**src/rtl/dispatch_queue_if.sv**
```systemverilog
// Rename -> issue handshake bundle for dispatch_queue.
// The slave modport is the dispatch queue's view; the master modport is the
// view of whatever drives rename, issue back-pressure and the broadcasts.
interface dispatch_queue_if;
    // Rename side
    logic         rn_valid;
    logic [169:0] rn_issueinfo;
    logic [4:0]   rn_A;
    logic [4:0]   rn_B;
    logic [4:0]   rn_C;
    logic         dq_full;

    // Issue side
    logic         issue_halt;
    logic         rename_enque;
    logic [31:0]  rename_instr_num;
    logic [169:0] rename_issueinfo;
    logic [4:0]   rename_A;
    logic [4:0]   rename_B;
    logic [4:0]   rename_C;
    logic [63:0]  busy;

    // Result broadcasts from the execution and memory pipes
    logic         exe_broadcast;
    logic         mem_broadcast;
    logic [5:0]   exe_broadcast_map;
    logic [5:0]   mem_broadcast_map;

    modport slave (
        input  rn_valid, rn_issueinfo, rn_A, rn_B, rn_C,
        output dq_full,
        input  issue_halt,
        output rename_enque, rename_instr_num, rename_issueinfo,
        output rename_A, rename_B, rename_C, busy,
        input  exe_broadcast, mem_broadcast, exe_broadcast_map, mem_broadcast_map
    );

    modport master (
        output rn_valid, rn_issueinfo, rn_A, rn_B, rn_C,
        input  dq_full,
        output issue_halt,
        input  rename_enque, rename_instr_num, rename_issueinfo,
        input  rename_A, rename_B, rename_C, busy,
        output exe_broadcast, mem_broadcast, exe_broadcast_map, mem_broadcast_map
    );
endinterface

```
**src/rtl/dispatch_queue.sv**
```systemverilog
// Dispatch queue: buffers renamed instructions, stamps them with a sequential
// instruction number, feeds the issue queue from the head, and owns the
// physical-register ready table that issue samples as busy.
module dispatch_queue #(
    parameter int DEPTH = 4
) (
    input  logic             CLK,
    input  logic             RESET,
    input  logic             STALL,
    input  logic             FLUSH,
    dispatch_queue_if.slave  dq
);
    localparam int AW         = $clog2(DEPTH);
    localparam int REGWR_BIT  = 93;
    localparam logic [AW:0] PTR_ONE = (AW + 1)'(1);

    typedef struct packed {
        logic [169:0] issueinfo;
        logic [4:0]   a;
        logic [4:0]   b;
        logic [4:0]   c;
        logic [31:0]  instr_num;
    } entry_t;

    entry_t      fifo_mem [DEPTH];
    logic [AW:0] wr_ptr;
    logic [AW:0] rd_ptr;
    logic [31:0] num_ctr;
    logic [63:0] rdy;
    logic [63:0] rdy_next;
    logic [63:0] exe_set;
    logic [63:0] mem_set;
    logic        full;
    logic        empty;
    logic        do_enq;
    logic        do_deq;
    entry_t      head;
    logic [5:0]  head_map;
    logic        head_clr;

    // Wrap bit distinguishes full from empty when the index bits match.
    assign full   = (wr_ptr[AW] != rd_ptr[AW]) && (wr_ptr[AW-1:0] == rd_ptr[AW-1:0]);
    assign empty  = (wr_ptr == rd_ptr);

    // Acceptance looks at the registered fill level only, so a full queue
    // refuses rename even while it dispatches in the same cycle.
    assign do_enq = dq.rn_valid && !full && !STALL && !FLUSH;
    assign do_deq = !empty && !dq.issue_halt && !STALL && !FLUSH;

    assign head     = empty ? '0 : fifo_mem[rd_ptr[AW-1:0]];
    assign head_map = head.issueinfo[17:12];
    assign head_clr = do_deq && head.issueinfo[REGWR_BIT] && (head_map != 6'd0);

    assign dq.dq_full          = full;
    assign dq.rename_enque     = do_deq;
    assign dq.rename_instr_num = head.instr_num;
    assign dq.rename_issueinfo = head.issueinfo;
    assign dq.rename_A         = head.a;
    assign dq.rename_B         = head.b;
    assign dq.rename_C         = head.c;

    assign exe_set = dq.exe_broadcast ? (64'd1 << dq.exe_broadcast_map) : 64'd0;
    assign mem_set = dq.mem_broadcast ? (64'd1 << dq.mem_broadcast_map) : 64'd0;

    // Broadcasts are bypassed so a source woken this cycle is already ready.
    assign dq.busy = rdy | exe_set | mem_set;

    // Entry storage: write the incoming instruction at the tail.
    // NOTE: storage has no reset; empty-state outputs are zeroed by the head
    // mux, so resetting the array would only add reset fan-out.
    always_ff @(posedge CLK) begin
        if (do_enq) begin
            fifo_mem[wr_ptr[AW-1:0]] <= '{issueinfo: dq.rn_issueinfo,
                                          a:         dq.rn_A,
                                          b:         dq.rn_B,
                                          c:         dq.rn_C,
                                          instr_num: num_ctr};
        end
    end

    // Pointer and instruction-number update; FLUSH squashes but keeps numbering.
    // NOTE: sequential state uses non-blocking assignments so every register
    // samples pre-edge values regardless of statement order.
    always_ff @(posedge CLK or negedge RESET) begin
        if (!RESET) begin
            wr_ptr  <= '0;
            rd_ptr  <= '0;
            num_ctr <= 32'd1;
        end else if (FLUSH) begin
            wr_ptr  <= '0;
            rd_ptr  <= '0;
        end else begin
            if (do_enq) begin
                wr_ptr  <= wr_ptr + PTR_ONE;
                num_ctr <= num_ctr + 32'd1;
            end
            if (do_deq) begin
                rd_ptr <= rd_ptr + PTR_ONE;
            end
        end
    end

    // Next ready table: broadcasts set, a dispatching producer clears (clear wins).
    // NOTE: rdy_next takes its default first so no path leaves it unassigned
    // and no latch is inferred.
    always_comb begin
        rdy_next = rdy | exe_set | mem_set;
        if (head_clr) begin
            rdy_next[head_map] = 1'b0;
        end
        rdy_next[0] = 1'b1;
    end

    // Ready table register; STALL does not block broadcasts, FLUSH marks all ready.
    always_ff @(posedge CLK or negedge RESET) begin
        if (!RESET) begin
            rdy <= '1;
        end else if (FLUSH) begin
            rdy <= '1;
        end else begin
            rdy <= rdy_next;
        end
    end
endmodule

```
**src/flat_wrapper.sv**
```systemverilog
// flat-port wrapper written by rule: the top's interface ports become plain ports
module dispatch_queue_flat 
#(
    parameter int DEPTH = 4
)
  (CLK, RESET, STALL, FLUSH, dq_rn_valid, dq_rn_issueinfo, dq_rn_A, dq_rn_B, dq_rn_C, dq_dq_full, dq_issue_halt, dq_rename_enque, dq_rename_instr_num, dq_rename_issueinfo, dq_rename_A, dq_rename_B, dq_rename_C, dq_busy, dq_exe_broadcast, dq_mem_broadcast, dq_exe_broadcast_map, dq_mem_broadcast_map);
  dispatch_queue_if dq_i ();
  input  logic CLK;
  input  logic RESET;
  input  logic STALL;
  input  logic FLUSH;
  input wire logic [$bits(dq_i.rn_valid)-1:0] dq_rn_valid;
  input wire logic [$bits(dq_i.rn_issueinfo)-1:0] dq_rn_issueinfo;
  input wire logic [$bits(dq_i.rn_A)-1:0] dq_rn_A;
  input wire logic [$bits(dq_i.rn_B)-1:0] dq_rn_B;
  input wire logic [$bits(dq_i.rn_C)-1:0] dq_rn_C;
  output wire logic [$bits(dq_i.dq_full)-1:0] dq_dq_full;
  input wire logic [$bits(dq_i.issue_halt)-1:0] dq_issue_halt;
  output wire logic [$bits(dq_i.rename_enque)-1:0] dq_rename_enque;
  output wire logic [$bits(dq_i.rename_instr_num)-1:0] dq_rename_instr_num;
  output wire logic [$bits(dq_i.rename_issueinfo)-1:0] dq_rename_issueinfo;
  output wire logic [$bits(dq_i.rename_A)-1:0] dq_rename_A;
  output wire logic [$bits(dq_i.rename_B)-1:0] dq_rename_B;
  output wire logic [$bits(dq_i.rename_C)-1:0] dq_rename_C;
  output wire logic [$bits(dq_i.busy)-1:0] dq_busy;
  input wire logic [$bits(dq_i.exe_broadcast)-1:0] dq_exe_broadcast;
  input wire logic [$bits(dq_i.mem_broadcast)-1:0] dq_mem_broadcast;
  input wire logic [$bits(dq_i.exe_broadcast_map)-1:0] dq_exe_broadcast_map;
  input wire logic [$bits(dq_i.mem_broadcast_map)-1:0] dq_mem_broadcast_map;
  assign dq_i.rn_valid = dq_rn_valid;
  assign dq_i.rn_issueinfo = dq_rn_issueinfo;
  assign dq_i.rn_A = dq_rn_A;
  assign dq_i.rn_B = dq_rn_B;
  assign dq_i.rn_C = dq_rn_C;
  assign dq_dq_full = dq_i.dq_full;
  assign dq_i.issue_halt = dq_issue_halt;
  assign dq_rename_enque = dq_i.rename_enque;
  assign dq_rename_instr_num = dq_i.rename_instr_num;
  assign dq_rename_issueinfo = dq_i.rename_issueinfo;
  assign dq_rename_A = dq_i.rename_A;
  assign dq_rename_B = dq_i.rename_B;
  assign dq_rename_C = dq_i.rename_C;
  assign dq_busy = dq_i.busy;
  assign dq_i.exe_broadcast = dq_exe_broadcast;
  assign dq_i.mem_broadcast = dq_mem_broadcast;
  assign dq_i.exe_broadcast_map = dq_exe_broadcast_map;
  assign dq_i.mem_broadcast_map = dq_mem_broadcast_map;
  dispatch_queue #(.DEPTH(DEPTH)) u_core (.CLK(CLK), .RESET(RESET), .STALL(STALL), .FLUSH(FLUSH), .dq(dq_i));
endmodule
```
**config.mk**
```make
export PLATFORM = sky130hd
export DESIGN_NAME = dispatch_queue_flat
export DESIGN_NICKNAME = d
export VERILOG_FILES = /design/src/rtl/dispatch_queue_if.sv /design/src/rtl/dispatch_queue.sv /design/src/flat_wrapper.sv
export SDC_FILE = /design/constraint.sdc
export NUM_CORES = 1
export LEC_CHECK = 0
export ABC_AREA = 1
export BUFFER_PORTS_ARGS = -buffer_cell sky130_fd_sc_hd__buf_2
export CORE_MARGIN = 4
export CORE_UTILIZATION = 35
export CTS_CLUSTER_SIZE = 12
export DETAILED_ROUTE_END_ITERATION = 10
export GPL_TIMING_DRIVEN = 0
export HOLD_SLACK_MARGIN = 0.05
export PLACE_DENSITY = 0.55
export SLEW_MARGIN = 5
export SYNTH_ARGS = -nofsm -noshare
export SYNTH_HDL_FRONTEND = slang
export SYNTH_SLANG_ARGS = --single-unit
export TNS_END_PERCENT = 5
```
**constraint.sdc**
```tcl
create_clock -name CLK -period 19.15 [get_ports CLK]
set_input_delay 0.9575 -clock CLK [delete_from_list [all_inputs] [get_ports CLK]]
set_output_delay 0.9575 -clock CLK [all_outputs]
set_load 0.05 [all_outputs]
```
## Yosys cells after proc, flatten, opt, wreduce, memory -nomap -nowiden

Memories as Yosys holds them, arrays and structs flattened.
Cells that the tools add are included.

| storage, ports and cells | value |
|---|---|
| flip-flop bits (word level) | 102 |
| RAM bits | 868 |
| input port bits | 205 |
| output and inout port bits | 283 |
| word-level logic and storage cells | 52 |
| memories kept | 1 |

Memories:

| name | words | width | rd ports | clocked after Yosys merged registers in | wr ports | RTL line | RTL |
|---|---|---|---|---|---|---|---|
| u_core.fifo_mem | 4 | 217 | 1 | 0 | 1 | dispatch_queue.sv:25 | `entry_t fifo_mem [DEPTH];` |

| cells by class | value |
|---|---|
| add/subtract/negate cells | 3 |
| order comparisons | 2 |
| equal/unequal tests | 3 |
| shifts and indexed selects | 2 |
| mux-type cells | 13 |
| bitwise logic cells | 5 |
| reductions and logical operators | 19 |

Operator list:

| operator | count |
|---|---|
| 64-bit 2-to-1 mux | 4 |
| 217-bit 2-to-1 mux | 1 |
| 64-bit OR | 2 |
| 1-bit by 6-bit left shift with 64-bit output, first input constant | 2 |
| 64-bit AND | 1 |
| 64-bit NOT | 1 |
| 32-bit by 1-bit adder with 32-bit output, second input constant | 1 |
| 3-bit 2-to-1 mux | 4 |
| 1-bit logical AND | 10 |
| 6-bit by 7-bit < comparator with 1-bit output, second input constant | 1 |
| 3-bit by 1-bit adder with 3-bit output, second input constant | 2 |
| 1-bit demux with 6-bit select | 1 |
| 6-bit by 1-bit >= comparator with 1-bit output, second input constant | 1 |
| 6-bit nonzero test | 1 |
| 1-bit zero test | 5 |
| 2-bit nonzero test | 2 |
| 3-bit equality test | 1 |
| 1-bit 2-to-1 mux | 3 |
| 2-bit equality test | 1 |
| 2-bit AND reduction | 1 |
| 1-bit != test | 1 |
| 1-bit NOT | 1 |

## Depth between registers and ports, before layout

Gate-level depths: netlist of run 1.

| logic depth | value |
|---|---|
| word-level depth | 10 |
| mapped depth | 16 |
| gate-level depth less buffers | 12 |

## Least setup slack after synthesis of run 1

No wires, ideal clock.

| timing path | value |
|---|---|
| path kind | input -> register |
| start point | input port dq_rn_valid |
| end point | memory u_core.fifo_mem[0][0] in the netlist's numbering (enable) |
| setup time | 0.799 ns |
| arrival time | 10.774 ns |
| required time | 18.351 ns |
| slack | 7.577 ns |
| cell stages on the path | 7 |
| path buffers | 1 |
| path through | inv_1 -> nor2_1 -> nand2_1 -> nor2_2 -> inv_1 -> clkbuf_1 -> nor2_1 |

| between the ends | value |
|---|---|
| longest elaborated chain between the ends | 5 |

Ends and longest elaborated chain:

| element | RTL line | RTL |
|---|---|---|
| start: declaration | flat_wrapper.sv:12 | `input wire logic [$bits(dq_i.rn_valid)-1:0] dq_rn_valid;` |
| 1-bit logical AND (3 in a row) | dispatch_queue.sv:47 | `assign do_enq = dq.rn_valid && !full && !STALL && !FLUSH;` |
| 1-bit 2-to-1 mux | dispatch_queue.sv:72 | `if (do_enq) begin` |
| 1-bit 2-to-1 mux (implied by the code) | dispatch_queue.sv:73 | `fifo_mem[wr_ptr[AW-1:0]] <= '{issueinfo: dq.rn_issueinfo,` |
| end: declaration | dispatch_queue.sv:25 |  |

No other way between the ends.

## Worst setup path after layout of run 1

| timing path | value |
|---|---|
| start point | register u_core.rd_ptr[1] |
| end point | output port dq_rename_issueinfo[51] |

| between the ends | value |
|---|---|
| longest elaborated chain between the ends | 2 |
| elaborated cells between the ends (all ways) | 3 |
| those cells by class | 1 x eq/ne; 1 x mux; 1 x memory |

Ends and longest elaborated chain:

| element | RTL line | RTL |
|---|---|---|
| start: declaration | dispatch_queue.sv:27 | `logic [AW:0] rd_ptr;` |
| start signal: assignment | dispatch_queue.sv:98 | `rd_ptr <= rd_ptr + PTR_ONE;` |
| memory read 4 x 217 bit or 3-bit equality test (tied branches) | - |  |
| 217-bit 2-to-1 mux * | dispatch_queue.sv:50 | `assign head = empty ? '0 : fifo_mem[rd_ptr[AW-1:0]];` |
| end: declaration | flat_wrapper.sv:21 | `output wire logic [$bits(dq_i.rename_issueinfo)-1:0] dq_rename_issueinfo;` |

Mark *: on every way between the ends. The rest lies on a longest branch, timed or not.

==> results, run 1 <==
- The flow ran to the end, and the final reports show no timing, DRC or antenna violations.
- No sink is reached through more buffers than the 3 on the longest clock path.
- The register bit total from synthesis is 969.
- The net total in the final layout is 4416.
- The initial antenna violation count came to 33.
- The die covers 121000 um2.
- Between clock sinks in the finished design, the worst skew comes to 0.0241 ns.
- The worst setup path is of the reg -> out kind.
- Entering global routing, the biggest net connects 77 pins.
- The max-slew violation count came to 0.
- The number of fill cells in the layout is 10.9k.
- The fraction of registers with async set or reset after synthesis is 0.104.
- The detailed-routing iteration count for the pre-antenna-repair pass is 5.
- The worst path buffer plus inverter count is 6.
- edfxtp_1 takes more of the synthesized area than any other cell.
- The class of the tightest hold or removal check is in -> async.
- The final cycle utilization of the critical path is 0.257.
- 488 I/O pins were placed.
- The via count is 29.1k.
- The clock drives 969 sinks.
- The total count of hold-check failures in the final report is 0.
- The required arrival time at the worst endpoint is 18.19 ns.
- The number of global-route vias before repair is 28.8k.
- The critical path goes through buf_4, buf_2, clkbuf_1, clkbuf_1, o21ai_0, o22ai_1, nand2_1, inv_1, buf_2.
- Once detailed placement completed, the half-perimeter wirelength came to 84500 um.
- The first routing iteration left 2185 violations.
- The worst setup path is captured at a primary output.
- The total global routing overflow is 0.
- The clock period minus final worst setup slack is 4.92 ns.
- The antenna violation net count after detailed routing is 0.
- By count the netlist is led by 868 x edfxtp_1, 584 x nor2_1, 567 x nand2_1.
- In the synthesized netlist the dominant register cell turns out to be edfxtp_1.
- The largest stage delay on the critical path is 0.94 ns.
- The number of buffers inserted during clock tree synthesis is 105.
- In this run the horizontal extent of the chip is 347 um.
- From synthesis to final layout, the design area changed by 21.0%.
- CTS built an H-tree with a depth of 3.
- Clock-pin slew was measured on the worst setup and hold paths at 0.06 ns.
- Input and output buffers added on the ports amount to 484.
- The core footprint is 114000 um2.
- The number of setup buffers added after CTS is 0.
- The synthesized netlist occupies a cell area of 40300 um2.
- The post-layout instance count excluding filler cells is 5814.
- For this design the static power due to leakage is 19.1 nW.
- IR analysis of the VDD net gives a maximum drop of 0.0819 mV.
- The number of gates resized after CTS is 0.
- Buffers inserted to repair hold after CTS numbered 0.
- Of the cells placed in the final design, the portion with a size suffix greater than 1 is 0.184.
- Headroom to the max-slew limit came out at 0.186.
- The sequential-to-total area share from yosys stat is 0.712.
- The power density over the cells is 98.7 nW/um2.
- The final wirelength is 123000 um.
- In this run the worst path has a maximum fanout of 10.
- The buffer type at the clock tree root is clkbuf_16.
- The reg2reg setup slack is 14.94 ns.
- Once layout is complete, the utilization of the core stands at 0.426.
- The initial utilization of the core area, before any placement, comes to 0.352.
- The synthesized area divided by synthesized cell count is 11.3 um2.
- The number of distinct library cells after synthesis is 36.
- The number of placement rows is 124.
- During synthesis, Yosys emitted a total of 0 warnings.
- Setup repair after global routing left no endpoint under its margin.
- The placed instance count is 5610.
- Ranked by total cell area, the synthesized netlist is headed by edfxtp_1 65%, o21ai_0 6.0%, nor2_1 5.4%.
- The count of flip-flops with a built-in enable after synthesis is 868.
- The cell count after synthesis is 3572.
- The first global-routing pass estimated 181000 um of wire.
- The dominant delay contributor by cell family on the critical path is buffers and inverters.
- The share of synthesized area in the top cell type comes to 0.647.
- After detailed routing, the number of remaining DRC violations is 0.
- The most repeated cell in the gate-level netlist after synthesis is edfxtp_1.
- Setup violations remaining at the end of the flow were counted as 0.
- The floorplan die height is 347 um.
- TritonCTS built the clock tree.
- Dividing the detail-routed via count by the number of cells gives 5.01.
- The worst setup path is launched from a register.
- The clock reaches the later pin of the worst-skew pair after 0.69 ns.
- The highest clock frequency the design can meet is 203 MHz.
- Counting cells, the worst reg-to-reg path comes to 15.
- The total routing resource utilization after global routing is 0.198.
- The number of nets handed over by synthesis was 3783.
- Max-cap violations in this run came to 0.
- The critical-path cell with the highest stage delay is clkbuf_1.
- Dividing the detail-routed wire length by the instance count gives 21.2 um.
- At the end of routability-driven placement, the weighted congestion stood at 0.952.
- The capture instance of the worst register-to-register path is u_core.fifo_mem[1][121].
- STA puts the critical path data arrival time at 3.96 ns.
- The startpoint identified for the worst register-to-register timing path is u_core.rd_ptr[0].
- The slew at the pin closest to its max-slew limit is 1.22 ns.
[worst max path at each step]
stage | from | to | slack (ns) | depth (start not counted)
2_1_floorplan | dq_rn_valid | u_core.fifo_mem[0][0] | 7.58 | 7
3_3_place_gp | STALL | u_core.fifo_mem[3][190] | -1.52 | 7
3_5_place_dp | STALL | u_core.fifo_mem[1][194] | 14.53 | 12
4_1_cts | u_core.rd_ptr[1] | dq_rename_issueinfo[89] | 14.04 | 10
5_1_grt | u_core.rd_ptr[1] | dq_rename_issueinfo[89] | 13.92 | 10
6_report | u_core.rd_ptr[1] | dq_rename_issueinfo[51] | 14.23 | 9
[cell usage in the layout (no fill, tap or decap), types with 2 or more instances in the layout]
master and count:
a21oi_1 27, a31oi_1 8, buf_1 13, buf_12 29, buf_16 13, buf_2 506
buf_4 7, buf_6 7, bufinv_16 4, clkbuf_1 186, clkbuf_16 106, clkinv_1 27
clkinv_2 18, clkinvlp_4 2, dfrtp_1 37, dfstp_2 64, diode_2 18, edfxtp_1 868
ha_1 6, inv_1 280, inv_2 2, inv_6 6, nand2_1 567, nand2_2 9
nand3_1 100, nand3_2 2, nand3b_1 12, nand4_1 35, nor2_1 580, nor2_2 3
nor2_4 5, nor3_1 30, o21ai_0 479, o22ai_1 210, xnor2_1 9, xor2_1 17
[state kept, by name, summed over array words and instances (netlist names)]
register,flops
u_core.fifo_mem,868
u_core.rdy,63
u_core.num_ctr,32
u_core.rd_ptr,3
u_core.wr_ptr,3
[stage by stage]
| stage | instance area [um2] | total power, mW | setup TNS (ns) | hold WS [ns] | worst slack (ns) |
|---|---|---|---|---|---|
| CTS | 48700 | 4.87 | 0 | 0.351 | 14.04 |
| global route | 48700 | 5.00 | 0 | 0.378 | 13.92 |
| finish | 48800 | 4.81 | 0 | 0.384 | 14.23 |
| floorplan | 40300 | 2.77 | 0 | 0.496 | 7.58 |
| global placement | 44600 | 2.99 | -1034.52 | 0.557 | -1.52 |
| detailed placement | 45600 | 2.98 | 0 | 0.553 | 14.53 |
[logic make-up after synthesis]
family / synth area share
AOI/OAI and AO/OA: 0.0974
xor gates and xnor gates: 0.00606
adders and majority gates: 0.00186
buffers and inverters: 0.0489
DFF: 0.712
other: 0.0000931
and+or+nand+nor: 0.134
[cell type report]
cell class                 count  area, um2  area share
inverter                     285       1070      0.0220
tap                         1512       1890      0.0388
clock buffer                 130       2740      0.0562
multi-input combinational   2106       9670       0.198
antenna                       18       45.0    0.000924
timing repair buffer         526       3370      0.0691
clock inverter                56        399     0.00819
buffer                       212        897      0.0184
sequential                   969      28700       0.588
[metal layers]
layer,share of wire,track usage,vias to the layer above,wire length [um]
met3,0.080,0.0551,241,9810
met5,0.0013,0,-,159
met4,0.032,0.0631,26,3880
met2,0.47,0.320,966,58000
li1,-,-,13700,-
met1,0.42,0.259,14200,51200
[report_power, final]
group          switching [mW]  leakage [nW]  internal (mW)
clock                   0.814          1.54           1.06
combinational           0.441          8.65          0.124
sequential             0.0227          8.93           2.35
No activity file was read; power rests on OpenSTA's default activity.
==> inputs of run 2 (changes only) <==
--- a/config.mk
+++ b/config.mk
@@ -5,7 +5,7 @@
 export SDC_FILE = /design/constraint.sdc
 export NUM_CORES = 1
 export LEC_CHECK = 0
-export ABC_AREA = 1
+export ABC_AREA = 0
 export BUFFER_PORTS_ARGS = -buffer_cell sky130_fd_sc_hd__buf_2
 export CORE_MARGIN = 4
 export CORE_UTILIZATION = 35
==> constraint.sdc (replaced) <==
create_clock -name CLK -period 4.62 [get_ports CLK]
set_input_delay 0.231 -clock CLK [delete_from_list [all_inputs] [get_ports CLK]]
set_output_delay 0.231 -clock CLK [all_outputs]
set_load 0.05 [all_outputs]
==> run 2 against run 1 <==
Against the previous run:
- design area fell by 1.3%
- worst setup slack worse by 14 ns
- non-clock buffer count is 69 higher
- global-route usage shrank 2.3 points
- critical endpoint is now dq_rename_issueinfo[22]
- final cell count decreased by 27%
- clock power rose to 4.1 times the previous value
- sequential power rose to 4.1 times the previous value
- clock skew up 0.0099 ns
- flip-flop and latch count unchanged
- clock-buffer cell count up 18
- register-to-register slack lost 14 ns
- highest routed layer unchanged
==> results, run 2 <==
- The final number of setup-violating endpoints is 0.
- The antenna violation net count after detailed routing is 0.
- The number of global-route vias before repair was 23.4k.
- The number of design-rule violations left by the first detailed-router iteration is 1232.
- The detailed-routing iteration count for the pre-antenna-repair pass is 5.
- Yosys printed 0 warnings.
- The clock passes through at most 3 buffers.
- At the placement stage, the worst setup path has a slack of 0.608 ns.
- Summed over all cells, the static leakage comes to 17.0 nW.
- At the end of routability-driven placement, the weighted congestion stood at 0.850.
- The share of the Yosys chip area taken by registers is 0.751.
- The uppermost layer routed is met5.
- The full die area is 114000 um2.
- Across the VDD grid, the largest voltage drop is 0.316 mV.
- Across every metal layer, demand over resource in global routing totals 0.175.
- After synthesis, the cell types taking the most area are edfxtp_1 68%, mux4_2 13%, dfstp_2 4.4%.
- For this run, asynchronously set or reset flops after synthesis account for 0.104.
- The synthesized area divided by synthesized cell count is 19.4 um2.
- The number of buffers inserted during clock tree synthesis is 104.
- The commonest register cell after synthesis is edfxtp_1.
- After clock tree synthesis, the repair step resized 0 gates.
- The first global-routing pass estimated 152000 um of wire.
- In this run the worst path has a maximum fanout of 10.
- The routed design uses 6120 um of met3 wire.
- In this run the core area contains 120 standard-cell rows.
- The highest clock frequency the design can meet is 231 MHz.
- Measured against its own limit, the worst slew margin works out to 0.202.
- Summed over all layers, the routed wires come to 101000 um.
- Detailed placement finished with a half-perimeter wire length of 68000 um.
- When the netlist entered floorplanning its net count stood at 2177.
- The max-slew violation count is 0.
- The library cells used most frequently in the layout, excluding fill and tap cells, are 868 x edfxtp_1, 509 x buf_2, 220 x and2_1.
- At the end of the flow, the number of nets in the layout was 2986.
- The clock period minus final worst setup slack is 4.33 ns.
- The cell count after synthesis is 1966.
- Dividing the detail-routed wire length by the instance count gives 23.7 um.
- The number of maximum-capacitance constraint violations is 0.
- The class of the tightest hold or removal check is in -> reg.
- The buffer type at the clock tree root is clkbuf_16.
- Of the post-synthesis cell area, the dominant cell type holds 0.683.
- The clock input transition at the sequential cells of the worst setup and hold paths is 0.06 ns.
- The floorplan die height is 338 um.
- The total count of hold-check failures in the final report came to 0.
- At the pin with the least slew margin, the transition time is 1.20 ns.
- Counting flops and latches in the post-synthesis netlist gives 969.
- Setup repair after global routing left no endpoint under its margin.
- Data on the critical path is required at its endpoint by 4.39 ns.
- The flow ran to the end, and the final reports show no timing, DRC or antenna violations.
- The number of primary I/O pins is 488.
- The met1 wire length is 41200 um.
- Across all setup checks in the final design, the least slack found is 0.294 ns.
- The cell taking the most area after synthesis is edfxtp_1.
- Data arrives at the worst endpoint at 4.10 ns.
- Entering global routing, the biggest net connects 62 pins.
- STA classifies the critical path startpoint as a register.
- The post-layout instance count excluding filler cells is 4263.
- The number of remaining DRC errors is 0.
- Summed over all nets, wire length on met2 after detailed routing comes to 50700 um.
- Power spread over the standard cell area amounts to 409 nW/um2.
- STA classifies the critical path endpoint as a primary output.
- The maximum level of the CTS H-tree is 3.
- The total number of clock tree sinks is 969.
- The netlist area before placement is 38200 um2.
- TritonCTS built the clock tree.
- The via count is 21.3k.
- For this configuration, the core starts out at a cell density of 0.355.
- The total overflow left after global routing is 0.
- Using the TritonRoute via totals, the vias-per-cell ratio works out to 5.00.
- Fill cells in the final layout number 9432.
- By startpoint and endpoint, the worst setup path is classified as reg -> out.
- In the finished design, the share of the clock period the worst path needs comes to 0.936.
- Clock skew on the completed layout was measured at 0.0340 ns.
- The die width is 338 um.
- The number of distinct library cells after synthesis is 54.
- The initial antenna violation count is 15.
- In the post-synthesis netlist, the cell with the most instances is edfxtp_1.
- The register with the most flip-flops in the layout has 868 of them.
- The total area inside the core boundary comes to 108000 um2.
- The number of placed instances, taps included, is 3881.
- By count the netlist is led by 868 x edfxtp_1, 223 x and2_1, 217 x mux4_2.
- The clock latency of the later-clocked register in the worst-skew pair is 0.67 ns.
- The sequential cell area is 28700 um2.
- The total area of multi-input combinational cells is 8910 um2.
- The layout overhead on the synthesized area is 26.0%.
- The count of buffers from port buffering is 486.
- The most frequent standard cell in the layout excluding fill and tap cells is edfxtp_1.
- In the final layout, the share of cells above drive strength 1 is 0.344.
- The buffer count from post-CTS setup fixing is 0.
- The post-route core utilization is 0.447.
- The count of flip-flops with a built-in enable after synthesis is 868.
run 2: cell count changes in the layout (fill, tap and decap cells not counted), moves of 26 or more:
cell,delta
nand2_1,-543
nor2_1,-489
inv_1,-224
nand3_1,-81
nor3_1,-26
o221ai_1,+51
o21ai_0,-468
and2_1,+220
mux4_2,+217
dlygate4sd3_1,+191
clkbuf_1,-75
o22ai_1,-210
run 2: stage by stage:
step                power, mW  instance area (um2)  hold WS [ns]  setup TNS (ns)
floorplan                11.3                38200       -0.0646          -82.66
global placement         12.0                42400         0.440        -2646.68
detailed placement       12.0                43000         0.196               0
CTS                      20.0                48100        0.0714               0
global route             20.4                48100         0.143               0
finish                   19.7                48100         0.137               0
run 2: final cells by class:
| type | instances | share of cell area |
|---|---|---|
| inverters | 56 | 0.00437 |
| plain buffers | 104 | 0.00921 |
| clock buffers | 148 | 0.0599 |
| repair buffers | 703 | 0.103 |
| multi-input cells | 837 | 0.185 |
| clock inverters | 32 | 0.00531 |
| well taps | 1403 | 0.0365 |
| diodes | 11 | 0.000572 |
| flip-flops and latches | 969 | 0.596 |
run 2: per-layer routing:
metal / vias up / GRT usage
li1: 9451 / -
met1: 11100 / 0.220
met2: 585 / 0.299
met3: 172 / 0.0423
met4: 4 / 0.0582
met5: - / 0
run 2: critical path, stage by stage, from the launching register on:
cell      delay, ns
dfrtp_1        0.46
buf_2          0.40
clkbuf_1       0.92
clkbuf_1       0.81
mux4_2         0.41
and2_1         0.17
buf_2          0.24
run 2: path summary, 6_finish.rpt:
| kind | start | endpoint | depth (start not counted) | slack (ns) |
|---|---|---|---|---|
| worst max register to register | u_core.rd_ptr[1] | u_core.fifo_mem[2][188] | 8 | 0.62 |
| worst min-delay path | dq_rn_valid | u_core.wr_ptr[2] | 6 | 0.14 |
| max in group asynchronous | RESET | u_core.num_ctr[31] | 4 | 2.43 |
| min in group asynchronous | RESET | u_core.num_ctr[7] | 3 | 0.57 |
| worst max-delay path | u_core.rd_ptr[1] | dq_rename_issueinfo[22] | 6 | 0.29 |
| worst min register to register | u_core.num_ctr[25] | u_core.fifo_mem[2][25] | 0 | 0.54 |
run 2: timing repair:
action / CTS / global route
hold endpoints to repair: 796 / 0
setup endpoints to repair: 0 / 0
hold buffers: 191 / 0
run 2: where the power goes:
group | switching, mW | internal, mW
Combinational | 1.52 | 0.689
Sequential | 0.0626 | 9.69
Clock | 3.23 | 4.47
run 2: cells by family (layout without fill, tap and decap cells):
family,count (synthesis),count (layout),synth area share
fa+ha+maj,6,6,0.00197
simple gates,438,438,0.0681
compound gates,132,132,0.0241
flops,969,969,0.751
xor+xnor,41,41,0.00940
mux,219,219,0.129
other cells,1,12,0.0000982
buf+inv,160,1043,0.0169
